<file path="src/rtl/footswitch_ctrl.sv">
// Footswitch input path: synchronizer, debounce, short/long press classification.
// Press pulse NUM_FF+DEBOUNCE_CYC edges after the first pressed sample; the input has no backpressure.
module footswitch_ctrl #(
    parameter int NUM_FF       = 2,
    parameter bit ACTIVE_LOW   = 1'b1,
    parameter int DEBOUNCE_CYC = 4096,
    parameter int LONG_CYC     = 1 << 20,
    parameter int PRESET_W     = 2,
    parameter bit BYPASS_INIT  = 1'b1
) (
    input  logic                clk,
    input  logic                rst_n,
    input  logic                sw_i,
    output logic                pressed_o,
    output logic                press_pulse_o,
    output logic                long_pulse_o,
    output logic                bypass_o,
    output logic [PRESET_W-1:0] preset_o
);

    localparam int DB_W   = $clog2(DEBOUNCE_CYC + 1);
    localparam int HOLD_W = $clog2(LONG_CYC + 1);
    localparam logic              REL_LVL   = ACTIVE_LOW ? 1'b1 : 1'b0;
    localparam logic [DB_W-1:0]   DB_LAST   = DB_W'(DEBOUNCE_CYC - 1);
    localparam logic [HOLD_W-1:0] HOLD_LAST = HOLD_W'(LONG_CYC - 1);

    typedef enum logic [2:0] {IDLE, DB_PRS, PRESSED, LONG, DB_REL} state_t;

    state_t              state_q, state_d;
    logic [NUM_FF-1:0]   sync_q;
    logic [DB_W-1:0]     db_q, db_d, db_inc;
    logic [HOLD_W-1:0]   hold_q, hold_d, hold_inc;
    logic                short_q, short_d;
    logic                press_d, long_d, bypass_d;
    logic [PRESET_W-1:0] preset_d;
    logic                s;

    // Synchronizer resets to the released level so reset never looks like a press.
    always_ff @(posedge clk or negedge rst_n) begin
        if (!rst_n) begin
            sync_q <= {NUM_FF{REL_LVL}};
        end else begin
            sync_q <= {sync_q[NUM_FF-2:0], sw_i};
        end
    end

    assign s        = sync_q[NUM_FF-1] ^ REL_LVL;
    assign db_inc   = (db_q == '1) ? db_q : db_q + DB_W'(1);
    assign hold_inc = (hold_q == '1) ? hold_q : hold_q + HOLD_W'(1);

    always_ff @(posedge clk or negedge rst_n) begin
        if (!rst_n) begin
            state_q       <= IDLE;
            db_q          <= '0;
            hold_q        <= '0;
            short_q       <= 1'b0;
            press_pulse_o <= 1'b0;
            long_pulse_o  <= 1'b0;
            bypass_o      <= BYPASS_INIT;
            preset_o      <= '0;
        end else begin
            state_q       <= state_d;
            db_q          <= db_d;
            hold_q        <= hold_d;
            short_q       <= short_d;
            press_pulse_o <= press_d;
            long_pulse_o  <= long_d;
            bypass_o      <= bypass_d;
            preset_o      <= preset_d;
        end
    end

    always_comb begin
        state_d  = state_q;
        db_d     = db_q;
        hold_d   = hold_q;
        short_d  = short_q;
        press_d  = 1'b0;
        long_d   = 1'b0;
        bypass_d = bypass_o;
        preset_d = preset_o;
        case (state_q)
            IDLE: begin
                if (s) begin
                    state_d = DB_PRS;
                    db_d    = DB_W'(1);
                end
            end
            DB_PRS: begin
                if (!s) begin
                    state_d = IDLE;
                end else if (db_q == DB_LAST) begin
                    state_d = PRESSED;
                    press_d = 1'b1;
                    hold_d  = '0;
                end else begin
                    db_d = db_inc;
                end
            end
            PRESSED: begin
                if (!s) begin
                    state_d = DB_REL;
                    short_d = 1'b1;
                    db_d    = DB_W'(1);
                end else begin
                    if (hold_q == HOLD_LAST) begin
                        state_d  = LONG;
                        long_d   = 1'b1;
                        preset_d = preset_o + PRESET_W'(1);
                    end
                    hold_d = hold_inc;
                end
            end
            LONG: begin
                if (!s) begin
                    state_d = DB_REL;
                    short_d = 1'b0;
                    db_d    = DB_W'(1);
                end
            end
            DB_REL: begin
                // A release glitch resumes the hold where it left off.
                if (s) begin
                    state_d = short_q ? PRESSED : LONG;
                end else if (db_q == DB_LAST) begin
                    state_d = IDLE;
                    if (short_q) begin
                        bypass_d = ~bypass_o;
                    end
                end else begin
                    db_d = db_inc;
                end
            end
            default: state_d = IDLE;
        endcase
    end

    assign pressed_o = (state_q == PRESSED) || (state_q == LONG) || (state_q == DB_REL);

endmodule
</file>
<file path="config.mk">
export PLATFORM = sky130hd
export DESIGN_NAME = footswitch_ctrl
export DESIGN_NICKNAME = d
export VERILOG_FILES = /design/src/rtl/footswitch_ctrl.sv
export SDC_FILE = /design/constraint.sdc
export NUM_CORES = 1
export LEC_CHECK = 0
export ABC_AREA = 1
export BUFFER_PORTS_ARGS = -buffer_cell sky130_fd_sc_hd__buf_4
export CORE_ASPECT_RATIO = 2
export CORE_MARGIN = 1
export CORE_UTILIZATION = 33
export DETAILED_ROUTE_END_ITERATION = 8
export PLACE_DENSITY = 0.48
export SETUP_SLACK_MARGIN = 0.4
export SYNTH_ARGS = -nofsm -noshare
export SYNTH_HDL_FRONTEND = slang
export SYNTH_SLANG_ARGS = --single-unit
</file>
<file path="constraint.sdc">
create_clock -name clk -period 1.8 [get_ports clk]
set_input_delay 0.18 -clock clk [delete_from_list [all_inputs] [get_ports clk]]
set_output_delay 0.18 -clock clk [all_outputs]
set_load 0.05 [all_outputs]
</file>
# After elaboration in Yosys (flattened, before gate mapping)
# Cells that the tools add are included.
# classes
bitwise_logic	2
eq_ne	20
n_addsub	3
n_reduce_logical	13
mux	31
# op_table
operator	count
$mux 21	4
$mux 13	6
$pmux 13 s4	1
$pmux 21 s2	1
$mux 3	8
$add 21x1->21 const B	1
$eq 21x20->1 const B	1
$eq 21x21->1 const B	1
$ne 2x2->1 const B	8
$pmux 3 s5	1
$reduce_and 5->1	3
$add 13x1->13 const B	1
$eq 13x12->1 const B	1
$eq 13x13->1 const B	1
$mux 1	9
$ne 3x3->1 const B	3
$eq 3x2->1 const B	2
$reduce_and 3->1	2
$reduce_and 4->1	1
$reduce_bool 2->1	2
$reduce_bool 4->1	1
$eq 3x1->1 const B	1
$eq 3x3->1 const B	1
$logic_not 3->1	1
6 further kinds	8
# totals
inputBits	3
out_inout_bits	6
regBits	45

# Depth between registers and ports, before layout
# depth
depth_word	5
depth_mapped	11

# Worst setup path before layout
# No wires, ideal clock.
# synth_timing
kind	flip-flop to flip-flop
startpoint	register db_q[0]
endpoint	register hold_q[17]
required_ns	1.682
arrival_ns	1.530
synth_period_minus_slack_ns	1.649
slack_ns	0.151
path_buffers	1
path_stages_with_launch	12
path_cell_list	dfrtp_1 -> ha_1 -> nand2_1 -> nor2_2 -> nand4_1 -> inv_1 -> nand2_1 -> nand2_2 -> nand2_2 -> buf_6 -> nand2_1 -> nand2_1
# synth_between
elab_chain_len	3
# synth_lines
item	line_no	rtl
start, declared	31	logic [DB_W-1:0] db_q, db_d, db_inc;
start signal, assigned	54	db_q <= '0;
start signal, assigned	63	db_q <= db_d;
$eq 13x12->1	92	end else if (db_q == DB_LAST) begin
$ne 2x2->1 (no line)	--	
$reduce_and 5->1 (no line)	--	
end signal, assigned	64	hold_q <= hold_d;
end, declared	32	logic [HOLD_W-1:0] hold_q, hold_d, hold_inc;
# Every way passes these cells.
# A chain may end at the register's enable or synchronous reset.

# Worst setup path after layout
# layout_timing
startpoint	register state_q[1]
endpoint	register db_q[11]
# layout_between
elab_chain_len	4
# layout_lines
item	line_no	rtl
start, declared	29	state_t state_q, state_d;
start signal, assigned	62	state_q <= state_d;
$eq 3x2->1	82	case (state_q)
$reduce_or 2->1 (no line)	--	
$ne 2x1->1 (no line) or $reduce_bool 4->1 (tied branches)	--	
$reduce_and 5->1 (no line)	--	
# Parallel ways exist; a longest one is shown, timed or not.

==> impl_metrics.tcl <==
set metrics [dict create \
    status "complete, no violations" \
    clock-sinks 45 \
    critPathLaunchType "register" \
    relSlewSlack_pct 59.5 \
    rsz0062_at_grt "yes" \
    via_per_inst 4.95 \
    critical_path_arrival_ns 1.80 \
    ys_seq_area_share_pct 39.5 \
    post_synth_num_cell_types 34 \
    nFillCells 825 \
    syn-cell-area_sq_mm 0.00286 \
    grt_pass1_wl_microns 13500 \
    synth_top_family_by_area "simple AND/OR/NAND/NOR gates" \
    diodes 0 \
    drc 0 \
    avgSynthCellArea_sq_um 7.18 \
    wl_microns 8420 \
    cts-htree-levels 2 \
    clk_pin_slew_worst_paths_ns 0.07 \
    start_util_pct 34.2 \
    grt_pass1_vias 2768 \
    fin_crit_sh_pct 86.9 \
    worstHoldPathType "register to register" \
    final_antenna_net_count 0 \
    criticalPathCategory "register to register" \
    fin_crit_ns 1.56 \
    worst_pin_slew_ns 0.608 \
    skew_ns 0.00985 \
    nNetsFinal 476 \
    peakVddDrop_uv 659 \
    maxCapViolations 0 \
    crit_fanout 7 \
    grt_max_degree 46 \
    cellPowerDensity_mw_per_mm2 1170 \
    first_pass_iters 4 \
    drive_above_1_share_pct 32.2 \
    cts-root-buf "clkbuf_16" \
    ioPinCount 9 \
    die_h_microns 134 \
    grt_use_total_pct 20.1 \
    setup_viol 0 \
    crit_required_ns 2.03 \
    synth-seq-cells 45 \
    synth_nets 403 \
    coreArea_sq_mm 0.00835 \
    place_congestion 0.870 \
    antenna_found_initial 0 \
    die_w_microns 67.8 \
    io_buffers 8 \
    clk_path_buf_depth 2 \
    synthMuxAreaShare_pct 0 \
    leakage_nw 1.90 \
    clock_latency_ns 0.29 \
    cp-end-kind "register" \
    tritoncts "yes" \
    yosys_warnings 0 \
    rows 47 \
    async_flop_share_pct 100 \
    synthToLayoutAreaGrowth_pct 39.8 \
    setup_tns_ns 0 \
    synth_ff_type "dfrtp_1" \
    die_area_sq_mm 0.00906 \
    synth_edf_count 0 \
    vias 2823 \
    synth-compound-area-share_pct 5.21 \
    synth_adder_area_share_pct 0.875 \
    hpwl_microns 5710 \
    slew_viol_final 0 \
    grt_overflow 0 \
    synthSimpleGateAreaFrac_pct 41.0 \
    synthXorXnorAreaFrac_pct 5.82 \
    fmax_mhz 639 \
    placed_cell_area_sq_mm 0.00325 \
    hold_viol_final 0 \
    final_cell_area_sq_mm 0.00400 \
    wl_per_cell_microns 14.8 \
    numCtsBuffers 5 \
    first_iter_violations 114 \
    synthCells 398 \
]
power breakdown:
| group | switching, mW | internal (mW) | total [mW] |
|---|---|---|---|
| clock network | 0.400 | 0.694 | 1.09 |
| registers | 0.149 | 1.13 | 1.28 |
| logic | 1.31 | 0.993 | 2.31 |
per-layer routing:
metal	track usage [%]	part of all wire, %	wire length, microns	vias to the layer above
li1	-	-	-	1419
met1	20.0	36	2990	1332
met2	37.7	58	4880	48
met3	3.42	2.2	188	24
met4	9.61	4.2	354	0
met5	0	0	0	-
Yosys cell counts, types with 2 or more instances:
| cell type | number | share of area (%) |
|---|---|---|
| or2_2 | 2 | 0.44 |
| dfrtp_1 | 42 | 37 |
| dfstp_2 | 3 | 2.8 |
| o21ai_0 | 5 | 0.88 |
| inv_1 | 36 | 4.7 |
| o21ai_2 | 4 | 1.2 |
| o21ai_1 | 4 | 0.70 |
| nand2_1 | 138 | 18 |
| nor3_1 | 9 | 1.6 |
| buf_6 | 4 | 1.6 |
| nor2_1 | 47 | 6.2 |
| nand4_1 | 10 | 2.2 |
| nor2_4 | 4 | 1.6 |
| o21bai_1 | 5 | 1.3 |
| nor2_2 | 2 | 0.44 |
| nand2_2 | 4 | 0.88 |
| inv_2 | 3 | 0.39 |
| xor2_1 | 13 | 4.0 |
| ha_1 | 2 | 0.88 |
| nand3_2 | 3 | 1.1 |
| xnor2_1 | 6 | 1.8 |
| nand3_1 | 38 | 6.7 |
| clkbuf_1 | 2 | 0.26 |
| o22ai_1 | 2 | 0.44 |
cell type report:
class                      count  area [sq um]  share of cell area (%)
clock inverter                 1          30.0                   0.751
clock buffer                   7           143                    3.57
multi-input combinational    307          1790                    44.8
inverter                      41           165                    4.13
sequential                    45          1130                    28.4
timing repair buffer          71           611                    15.3
tap                           98           123                    3.07
cell families after synthesis:
kind of cell / Yosys count
fa+ha+maj: 2
simple gates: 261
buf+inv: 48
compound gates: 23
xor+xnor: 19
flops: 45
stage by stage:
step / setup WS [ns] / instances / hold WS (ns) / util (%) / total power [mW]
3_3_place_gp: 0.00668 / 527 / 0.238 / 39.0 / 2.77
3_5_place_dp: 0.0135 / 527 / 0.239 / 39.0 / 2.78
5_1_grt: 0.153 / 570 / 0.366 / 47.9 / 4.95
6_report: 0.235 / 570 / 0.359 / 47.9 / 4.69
4_1_cts: 0.210 / 558 / 0.362 / 45.2 / 4.47
2_1_floorplan: 0.227 / 398 / -0.116 / - / 2.40
placed cells by master (no fill, tap or decap), types with 3 or more instances in the layout:
master	n
nand2_8	3
nor3_1	6
inv_2	7
dfrtp_1	38
nor2_1	37
nand4_1	10
dfrtp_2	4
o21ai_1	7
nand2_4	6
clkbuf_16	6
nor2_4	8
xnor2_1	6
o21bai_1	5
inv_1	31
nand3_1	32
o21ai_2	5
xor2_1	13
buf_4	60
nand2_2	7
buf_6	4
dfstp_2	3
nor2_2	8
nand3_2	7
nand2_1	128
critical path, stage by stage, from the launching register on:
cell and delay, ns:
dfrtp_1 0.42, buf_6 0.14, nor2_4 0.14, buf_12 0.13, o22ai_2 0.08, nor2_4 0.11
nand2_2 0.08, nor2_4 0.13, buf_12 0.15, nand3_2 0.06, nand2_2 0.06
worst paths after layout:
| check | endpoint | slack [ns] | cells after the start | from |
|---|---|---|---|---|
| worst max-delay path | db_q[11] | 0.24 | 10 | state_q[1] |
| worst min-delay path | sync_q[1] | 0.36 | 0 | sync_q[0] |
| worst max register to register | db_q[11] | 0.24 | 10 | state_q[1] |
| worst min register to register | sync_q[1] | 0.36 | 0 | sync_q[0] |
| max in group asynchronous | hold_q[17] | 0.91 | 2 | rst_n |
| min in group asynchronous | press_pulse_o | 0.44 | 2 | rst_n |
repair_timing:
item	in CTS	in global routing
endpoints found under the hold margin	43	0
pin swaps	14	20
setup endpoints to repair	39	44
cloned	2	1
gates resized for setup	34	38
hold buffers	2	0
setup buffers	19	11
registers in the layout (all words and copies together) (netlist names):
| signal | count |
|---|---|
| bypass_o | 1 |
| db_q | 13 |
| hold_q | 21 |
| long_pulse_o | 1 |
| preset_o | 2 |
| press_pulse_o | 1 |
| short_q | 1 |
| state_q | 3 |
| sync_q | 2 |
Power figures use the tool's default switching activity.
